==> src/rtl/multicycle_contr_if.sv <==
// ==========================================================================
// multicycle_contr_if : instruction-register / datapath side bundle of the
//                       multicycle MIPS control unit.        Rev 1.0
// ==========================================================================
`default_nettype none

interface multicycle_contr_if #(
  parameter int CNT_W = 32
);
  logic [5:0]       op_c;
  logic [5:0]       funct;
  logic             zero;
  logic             mem_ready;
  logic             mem_req;
  logic             mem_we;
  logic             iord;
  logic             ir_we;
  logic             pc_we;
  logic [1:0]       pc_next_c;
  logic             reg_we;
  logic [1:0]       dest_reg_c;
  logic [1:0]       wd_c;
  logic             argA_c;
  logic [1:0]       argB_c;
  logic [3:0]       alu_c;
  logic             illegal;
  logic [CNT_W-1:0] instr_cnt;
  logic [3:0]       state;

  // Controller side
  modport master (
    input  op_c, funct, zero, mem_ready,
    output mem_req, mem_we, iord, ir_we, pc_we, pc_next_c, reg_we,
           dest_reg_c, wd_c, argA_c, argB_c, alu_c, illegal, instr_cnt, state
  );

  // Datapath / instruction-register side
  modport slave (
    output op_c, funct, zero, mem_ready,
    input  mem_req, mem_we, iord, ir_we, pc_we, pc_next_c, reg_we,
           dest_reg_c, wd_c, argA_c, argB_c, alu_c, illegal, instr_cnt, state
  );
endinterface

`default_nettype wire

==> src/rtl/multicycle_contr.sv <==
// ==========================================================================
// multicycle_contr : Moore FSM sequencing one MIPS instruction over 3-5
//                    cycles with memory handshake and retire counter. Rev 1.0
// ==========================================================================
`default_nettype none

module multicycle_contr #(
  parameter int CNT_W  = 32,
  parameter bit JAL_EN = 1'b1,
  parameter bit JR_EN  = 1'b1
) (
  input  logic                clk,
  input  logic                rst,
  multicycle_contr_if.master  bus
);

  typedef enum logic [3:0] {
    S_FETCH  = 4'd0,  S_DECODE = 4'd1,  S_MEMADR = 4'd2,  S_MEMRD  = 4'd3,
    S_MEMWB  = 4'd4,  S_MEMWR  = 4'd5,  S_EXEC   = 4'd6,  S_ALUWB  = 4'd7,
    S_BRANCH = 4'd8,  S_ADDIEX = 4'd9,  S_ADDIWB = 4'd10, S_JUMP   = 4'd11,
    S_JAL    = 4'd12, S_JR     = 4'd13
  } state_t;

  localparam logic [5:0] c_OP_RTYPE = 6'b000000;
  localparam logic [5:0] c_OP_J     = 6'b000010;
  localparam logic [5:0] c_OP_JAL   = 6'b000011;
  localparam logic [5:0] c_OP_BEQ   = 6'b000100;
  localparam logic [5:0] c_OP_BNE   = 6'b000101;
  localparam logic [5:0] c_OP_ADDI  = 6'b001000;
  localparam logic [5:0] c_OP_LW    = 6'b100011;
  localparam logic [5:0] c_OP_SW    = 6'b101011;
  localparam logic [5:0] c_FN_JR    = 6'b001000;

  localparam logic [3:0] c_ALU_AND = 4'b0000;
  localparam logic [3:0] c_ALU_OR  = 4'b0001;
  localparam logic [3:0] c_ALU_ADD = 4'b0010;
  localparam logic [3:0] c_ALU_SUB = 4'b0110;
  localparam logic [3:0] c_ALU_SLT = 4'b0111;

  state_t           r_state;
  logic [CNT_W-1:0] r_cnt;

  state_t     w_dec_next;
  logic       w_dec_ill;
  logic       w_fn_ok;
  logic [3:0] w_fn_alu;
  logic       w_retire;

  logic       w_mem_req, w_mem_we, w_iord, w_ir_we, w_pc_we, w_reg_we;
  logic       w_argA, w_ill;
  logic [1:0] w_pc_next, w_dest, w_wd, w_argB;
  logic [3:0] w_alu;

  always_comb begin
    w_dec_next = S_FETCH;
    w_dec_ill  = 1'b0;
    case (bus.op_c)
      c_OP_LW, c_OP_SW:   w_dec_next = S_MEMADR;
      c_OP_RTYPE:         w_dec_next = (JR_EN && bus.funct == c_FN_JR) ? S_JR : S_EXEC;
      c_OP_BEQ, c_OP_BNE: w_dec_next = S_BRANCH;
      c_OP_ADDI:          w_dec_next = S_ADDIEX;
      c_OP_J:             w_dec_next = S_JUMP;
      c_OP_JAL: begin
        if (JAL_EN) w_dec_next = S_JAL;
        else        w_dec_ill  = 1'b1;
      end
      default:            w_dec_ill  = 1'b1;
    endcase
  end

  // funct decode is reused in ALUWB, relying on funct being held stable
  always_comb begin
    w_fn_ok  = 1'b1;
    w_fn_alu = c_ALU_ADD;
    case (bus.funct)
      6'b100000: w_fn_alu = c_ALU_ADD;
      6'b100010: w_fn_alu = c_ALU_SUB;
      6'b100100: w_fn_alu = c_ALU_AND;
      6'b100101: w_fn_alu = c_ALU_OR;
      6'b101010: w_fn_alu = c_ALU_SLT;
      default:   w_fn_ok  = 1'b0;
    endcase
  end

  always_comb begin
    case (r_state)
      S_MEMWB, S_ALUWB, S_BRANCH, S_ADDIWB,
      S_JUMP, S_JAL, S_JR: w_retire = 1'b1;
      S_MEMWR:             w_retire = bus.mem_ready;
      default:             w_retire = 1'b0;
    endcase
  end

  always_ff @(posedge clk or posedge rst) begin
    if (rst) begin
      r_state <= S_FETCH;
      r_cnt   <= '0;
    end else begin
      case (r_state)
        S_FETCH:  if (bus.mem_ready) r_state <= S_DECODE;
        S_DECODE: r_state <= w_dec_next;
        S_MEMADR: r_state <= (bus.op_c == c_OP_LW) ? S_MEMRD : S_MEMWR;
        S_MEMRD:  if (bus.mem_ready) r_state <= S_MEMWB;
        S_MEMWR:  if (bus.mem_ready) r_state <= S_FETCH;
        S_EXEC:   r_state <= w_fn_ok ? S_ALUWB : S_FETCH;
        S_ADDIEX: r_state <= S_ADDIWB;
        default:  r_state <= S_FETCH;
      endcase
      if (w_retire) r_cnt <= r_cnt + CNT_W'(1);
    end
  end

  always_comb begin
    w_mem_req = 1'b0;
    w_mem_we  = 1'b0;
    w_iord    = 1'b0;
    w_ir_we   = 1'b0;
    w_pc_we   = 1'b0;
    w_pc_next = 2'b00;
    w_reg_we  = 1'b0;
    w_dest    = 2'b00;
    w_wd      = 2'b00;
    w_argA    = 1'b0;
    w_argB    = 2'b00;
    w_alu     = c_ALU_ADD;
    w_ill     = 1'b0;
    case (r_state)
      S_FETCH: begin
        w_mem_req = 1'b1;
        w_argB    = 2'b01;
        w_ir_we   = bus.mem_ready;
        w_pc_we   = bus.mem_ready;
      end
      S_DECODE: begin
        w_argB = 2'b11;
        w_ill  = w_dec_ill;
      end
      S_MEMADR: begin
        w_argA = 1'b1;
        w_argB = 2'b10;
      end
      S_MEMRD: begin
        w_mem_req = 1'b1;
        w_iord    = 1'b1;
      end
      S_MEMWB: begin
        w_reg_we = 1'b1;
        w_wd     = 2'b01;
      end
      S_MEMWR: begin
        w_mem_req = 1'b1;
        w_mem_we  = 1'b1;
        w_iord    = 1'b1;
      end
      S_EXEC: begin
        w_argA = 1'b1;
        w_alu  = w_fn_alu;
        w_ill  = ~w_fn_ok;
      end
      S_ALUWB: begin
        w_reg_we = 1'b1;
        w_dest   = 2'b01;
        w_alu    = w_fn_alu;
      end
      S_BRANCH: begin
        w_argA    = 1'b1;
        w_alu     = c_ALU_SUB;
        w_pc_next = 2'b01;
        w_pc_we   = (bus.op_c == c_OP_BNE) ? ~bus.zero : bus.zero;
      end
      S_ADDIEX: begin
        w_argA = 1'b1;
        w_argB = 2'b10;
      end
      S_ADDIWB: w_reg_we = 1'b1;
      S_JUMP: begin
        w_pc_we   = 1'b1;
        w_pc_next = 2'b10;
      end
      S_JAL: begin
        w_pc_we   = 1'b1;
        w_pc_next = 2'b10;
        w_reg_we  = 1'b1;
        w_dest    = 2'b10;
        w_wd      = 2'b10;
      end
      S_JR: begin
        w_pc_we   = 1'b1;
        w_pc_next = 2'b11;
      end
      default: w_argB = 2'b01;
    endcase
  end

  // Reset suppresses only the side-effecting strobes; selects show FETCH values
  assign bus.mem_req    = w_mem_req & ~rst;
  assign bus.ir_we      = w_ir_we & ~rst;
  assign bus.pc_we      = w_pc_we & ~rst;
  assign bus.mem_we     = w_mem_we;
  assign bus.iord       = w_iord;
  assign bus.pc_next_c  = w_pc_next;
  assign bus.reg_we     = w_reg_we;
  assign bus.dest_reg_c = w_dest;
  assign bus.wd_c       = w_wd;
  assign bus.argA_c     = w_argA;
  assign bus.argB_c     = w_argB;
  assign bus.alu_c      = w_alu;
  assign bus.illegal    = w_ill;
  assign bus.instr_cnt  = r_cnt;
  assign bus.state      = r_state;

endmodule

`default_nettype wire

==> src/flat_wrapper.sv <==
// flat-port wrapper written by rule: the top's interface ports become plain ports
module multicycle_contr_flat 
#(
  parameter int CNT_W  = 32,
  parameter bit JAL_EN = 1'b1,
  parameter bit JR_EN  = 1'b1
)
  (clk, rst, bus_op_c, bus_funct, bus_zero, bus_mem_ready, bus_mem_req, bus_mem_we, bus_iord, bus_ir_we, bus_pc_we, bus_pc_next_c, bus_reg_we, bus_dest_reg_c, bus_wd_c, bus_argA_c, bus_argB_c, bus_alu_c, bus_illegal, bus_instr_cnt, bus_state);
  multicycle_contr_if #(.CNT_W(CNT_W)) bus_i ();
  input  logic clk;
  input  logic rst;
  input wire logic [$bits(bus_i.op_c)-1:0] bus_op_c;
  input wire logic [$bits(bus_i.funct)-1:0] bus_funct;
  input wire logic [$bits(bus_i.zero)-1:0] bus_zero;
  input wire logic [$bits(bus_i.mem_ready)-1:0] bus_mem_ready;
  output wire logic [$bits(bus_i.mem_req)-1:0] bus_mem_req;
  output wire logic [$bits(bus_i.mem_we)-1:0] bus_mem_we;
  output wire logic [$bits(bus_i.iord)-1:0] bus_iord;
  output wire logic [$bits(bus_i.ir_we)-1:0] bus_ir_we;
  output wire logic [$bits(bus_i.pc_we)-1:0] bus_pc_we;
  output wire logic [$bits(bus_i.pc_next_c)-1:0] bus_pc_next_c;
  output wire logic [$bits(bus_i.reg_we)-1:0] bus_reg_we;
  output wire logic [$bits(bus_i.dest_reg_c)-1:0] bus_dest_reg_c;
  output wire logic [$bits(bus_i.wd_c)-1:0] bus_wd_c;
  output wire logic [$bits(bus_i.argA_c)-1:0] bus_argA_c;
  output wire logic [$bits(bus_i.argB_c)-1:0] bus_argB_c;
  output wire logic [$bits(bus_i.alu_c)-1:0] bus_alu_c;
  output wire logic [$bits(bus_i.illegal)-1:0] bus_illegal;
  output wire logic [$bits(bus_i.instr_cnt)-1:0] bus_instr_cnt;
  output wire logic [$bits(bus_i.state)-1:0] bus_state;
  assign bus_i.op_c = bus_op_c;
  assign bus_i.funct = bus_funct;
  assign bus_i.zero = bus_zero;
  assign bus_i.mem_ready = bus_mem_ready;
  assign bus_mem_req = bus_i.mem_req;
  assign bus_mem_we = bus_i.mem_we;
  assign bus_iord = bus_i.iord;
  assign bus_ir_we = bus_i.ir_we;
  assign bus_pc_we = bus_i.pc_we;
  assign bus_pc_next_c = bus_i.pc_next_c;
  assign bus_reg_we = bus_i.reg_we;
  assign bus_dest_reg_c = bus_i.dest_reg_c;
  assign bus_wd_c = bus_i.wd_c;
  assign bus_argA_c = bus_i.argA_c;
  assign bus_argB_c = bus_i.argB_c;
  assign bus_alu_c = bus_i.alu_c;
  assign bus_illegal = bus_i.illegal;
  assign bus_instr_cnt = bus_i.instr_cnt;
  assign bus_state = bus_i.state;
  multicycle_contr #(.CNT_W(CNT_W), .JAL_EN(JAL_EN), .JR_EN(JR_EN)) u_core (.clk(clk), .rst(rst), .bus(bus_i));
endmodule
==> config.mk <==
export PLATFORM = sky130hd
export DESIGN_NAME = multicycle_contr_flat
export DESIGN_NICKNAME = d
export VERILOG_FILES = /design/src/rtl/multicycle_contr_if.sv /design/src/rtl/multicycle_contr.sv /design/src/flat_wrapper.sv
export SDC_FILE = /design/constraint.sdc
export NUM_CORES = 1
export LEC_CHECK = 0
export ABC_CLOCK_PERIOD_IN_PS = 2400
export CORE_MARGIN = 5
export CORE_UTILIZATION = 47
export CTS_CLUSTER_SIZE = 40
export DETAILED_ROUTE_END_ITERATION = 10
export PLACE_DENSITY = 0.92
export SLEW_MARGIN = 20
export SYNTH_ARGS = -nofsm -noshare
export SYNTH_HDL_FRONTEND = slang
export SYNTH_SLANG_ARGS = --single-unit
==> constraint.sdc <==
create_clock -name clk -period 2.4 [get_ports clk]
set_input_delay 0.36 -clock clk [delete_from_list [all_inputs] [get_ports clk]]
set_output_delay 0.36 -clock clk [all_outputs]
set_load 0.005 [all_outputs]
==> results.json <==
{
  "status": "complete, no violations",
  "numCtsBuffers": 5,
  "post_synth_num_cell_types": 47,
  "dr.pass1.iters": 4,
  "dieArea_um2": 6360,
  "worstPathArrival_ns": 1.95,
  "synthesis.instances": 255,
  "r2r_start": "u_core.bus.state[3]$_DFFE_PP0P_",
  "nNetsFinal": 358,
  "drt_iter0_markers": 88,
  "synth-async-reset-ratio": 1.00,
  "ir_worst_vdd_mv": 0.242,
  "power.net_switching_mw": 0.472,
  "critPathKind": "reg -> out",
  "grt_pass1_vias": 2147,
  "core_um2": 4720,
  "grt_antenna_before_repair": 0,
  "setup_viol": 0,
  "clock-sinks": 36,
  "grt_max_degree": 37,
  "grt_usage": 0.198,
  "syn-num-nets": 272,
  "hp-start": "u_core.bus.instr_cnt[31]$_DFFE_PP0P_",
  "hold_class": "reg -> reg",
  "internal-power_mw": 1.08,
  "rsz0062_at_grt": "false",
  "min_period_ns": 2.31,
  "totalWireLength_um": 6020,
  "die_x_um": 79.8,
  "start_util": 0.485,
  "required_ns": 2.04,
  "syn_area_um2": 2290,
  "pin_count": 72,
  "synth.area.top_cells": "dfrtp_1 39%, xnor2_1 10%, and3_1 3.6%",
  "final_hold_viol_count": 0,
  "yosysMostFrequentCell": "dfrtp_1",
  "tightest_slew_ns": 0.536,
  "post-route-period-util": 0.961,
  "fin_ws_ns": 0.0942,
  "rows": 25,
  "synth_flop_cell": "dfrtp_1",
  "fin_area_um2": 3280,
  "insertion_delay_ns": 0.29,
  "fin_worst_skew_ns": 0.00287,
  "diodes": 0,
  "vias_per_cell": 5.43,
  "slew_headroom": 0.642,
  "num_vias": 2217,
  "grt_pass1_wl_um": 9830,
  "startpoint_type": "register",
  "overflow": 0,
  "crit_start": "u_core.bus.state[0]$_DFFE_PP0P_",
  "synth_edf_count": 0,
  "pwr-share-comb": 0.301,
  "clock_path_buffers": 2,
  "wl_per_cell_um": 14.8,
  "drv_slew": 0,
  "yosys.area.top_type": "dfrtp_1",
  "p_total_mw": 1.55,
  "cts_htree_levels": 2,
  "placed_area_um2": 3180,
  "yosys_register_bits": 36,
  "io_buffers": 70,
  "drc": 0,
  "cts-root-buf": "clkbuf_8",
  "timing.fmax_mhz": 434,
  "drive_gt1_frac": 0.126,
  "clockPowerShare": 0.259,
  "dp_slack_ns": -0.206,
  "worstSetupEndpointType": "output pin",
  "fp.dieH_um": 79.8,
  "gp_congestion": 0.868,
  "p_seq_frac": 0.439,
  "whs_ns": 0.476,
  "ant_nets": 0,
  "p_leak_nw": 1.37,
  "synth_common_cells": "36 x dfrtp_1, 27 x xnor2_1, 19 x nand2_1",
  "synth_warnings": 0,
  "postSynthAreaPerCell_um2": 8.97,
  "drv_cap": 0,
  "dp_hpwl_um": 4530,
  "clkTransAtPathRegs_ns": 0.07,
  "hold_buffers": 0,
  "cts_tree": "done",
  "worstPathMaxFanout": 13,
  "synth.top_cell.area_share": 0.394,
  "power.density_nw_per_um2": 473,
  "ys_seq_area_frac": 0.394,
  "syn_to_final_growth_pct": 43.1,
  "p_sw_frac": 0.305
}
-- worst paths after layout --
kind                                                         to  cells past startpoint  slack [ns]
hold / removal             u_core.bus.instr_cnt[31]$_DFFE_PP0P_                      1        0.48
min in group asynchronous   u_core.bus.instr_cnt[3]$_DFFE_PP0P_                      3        0.57
setup reg to reg           u_core.bus.instr_cnt[10]$_DFFE_PP0P_                      6        0.26
hold reg to reg            u_core.bus.instr_cnt[31]$_DFFE_PP0P_                      1        0.48
setup / recovery                                    bus_mem_req                      6        0.09
max in group asynchronous       u_core.bus.state[1]$_DFFE_PP0P_                      3        1.50
-- flip-flops by register name (all words and copies together), names as in the netlist --
register,flops
u_core.bus.state,4
u_core.bus.instr_cnt,32
-- routing by layer --
metal	vias up	global-route usage	share of wire
met2	75	0.338	0.50
met3	12	0.0666	0.079
met4	0	0.0794	0.016
li1	1091	-	-
met1	1039	0.227	0.41
met5	-	0	0
-- power groups by stage --
stage	clock network, mW	logic (mW)	registers, mW
3_3_place_gp	0	0.453	0.687
4_1_cts	0.408	0.469	0.679
6_report	0.402	0.466	0.680
3_5_place_dp	0	0.465	0.692
2_1_floorplan	0	0.227	0.682
5_1_grt	0.436	0.509	0.686
-- final cells by class --
type                    count  area (µm²)
well taps                  67        83.8
repair buffers             93         873
flip-flops and latches     36         903
clock buffers               6        72.6
fillers                   356        1450
clock inverters             1        5.00
inverters                   5        18.8
multi-input cells         200        1320
-- cell families (layout without fill, tap and decap cells) --
| group | after synthesis | in the layout | synth area share |
|---|---|---|---|
| xor gates and xnor gates | 34 | 34 | 0.130 |
| adders and majority gates | 1 | 1 | 0.00547 |
| other | 1 | 1 | 0.00164 |
| DFF | 36 | 36 | 0.394 |
| and+or+nand+nor | 126 | 126 | 0.318 |
| buffers and inverters | 19 | 105 | 0.0344 |
| muxes | 2 | 2 | 0.00984 |
| AOI/OAI and AO/OA | 36 | 36 | 0.107 |
-- what timing repair did --
| action | CTS | global route |
|---|---|---|
| buffers inserted | 1 | 0 |
| pin swaps | 1 | 1 |
| setup endpoints to repair | 3 | 7 |
| gates resized for setup | 6 | 4 |
-- worst max-delay path, cell delays in order (launching register included) --
cell             delay, ns
dfrtp_1               0.38
buf_4                 0.18
nor2b_2               0.20
nor3_1                0.17
a21oi_1               0.06
nor3_1                0.14
clkdlybuf4s50_1       0.53
-- through the flow --
step	setup TNS, ns	utilization	std cells
2_1_floorplan	0	-	255
3_3_place_gp	-0.273	0.673	400
3_5_place_dp	-0.336	0.673	400
4_1_cts	0	0.692	408
5_1_grt	0	0.694	408
6_report	0	0.694	408
-- layout by cell type (no fill, tap or decap), types with 2 or more instances in the layout --
cell	instances
nand2_1	19
and4_1	7
nor4_4	2
a211oi_1	3
nor2_2	2
nor4_1	3
dfrtp_2	2
mux2_2	2
o21ai_0	6
clkdlybuf4s50_1	67
nand3_1	16
and2_1	4
a31oi_1	3
xor2_1	7
a21oi_1	7
o22ai_1	4
and3_1	13
buf_4	23
nand4_1	12
clkbuf_8	5
xnor2_1	27
nor2b_1	4
nor2_1	16
dfrtp_1	34
inv_1	5
nor3_1	9
a32oi_1	2
nand2b_1	9
dlygate4sd2_1	2
nor2b_2	2
No activity file was read; power rests on OpenSTA's default activity.
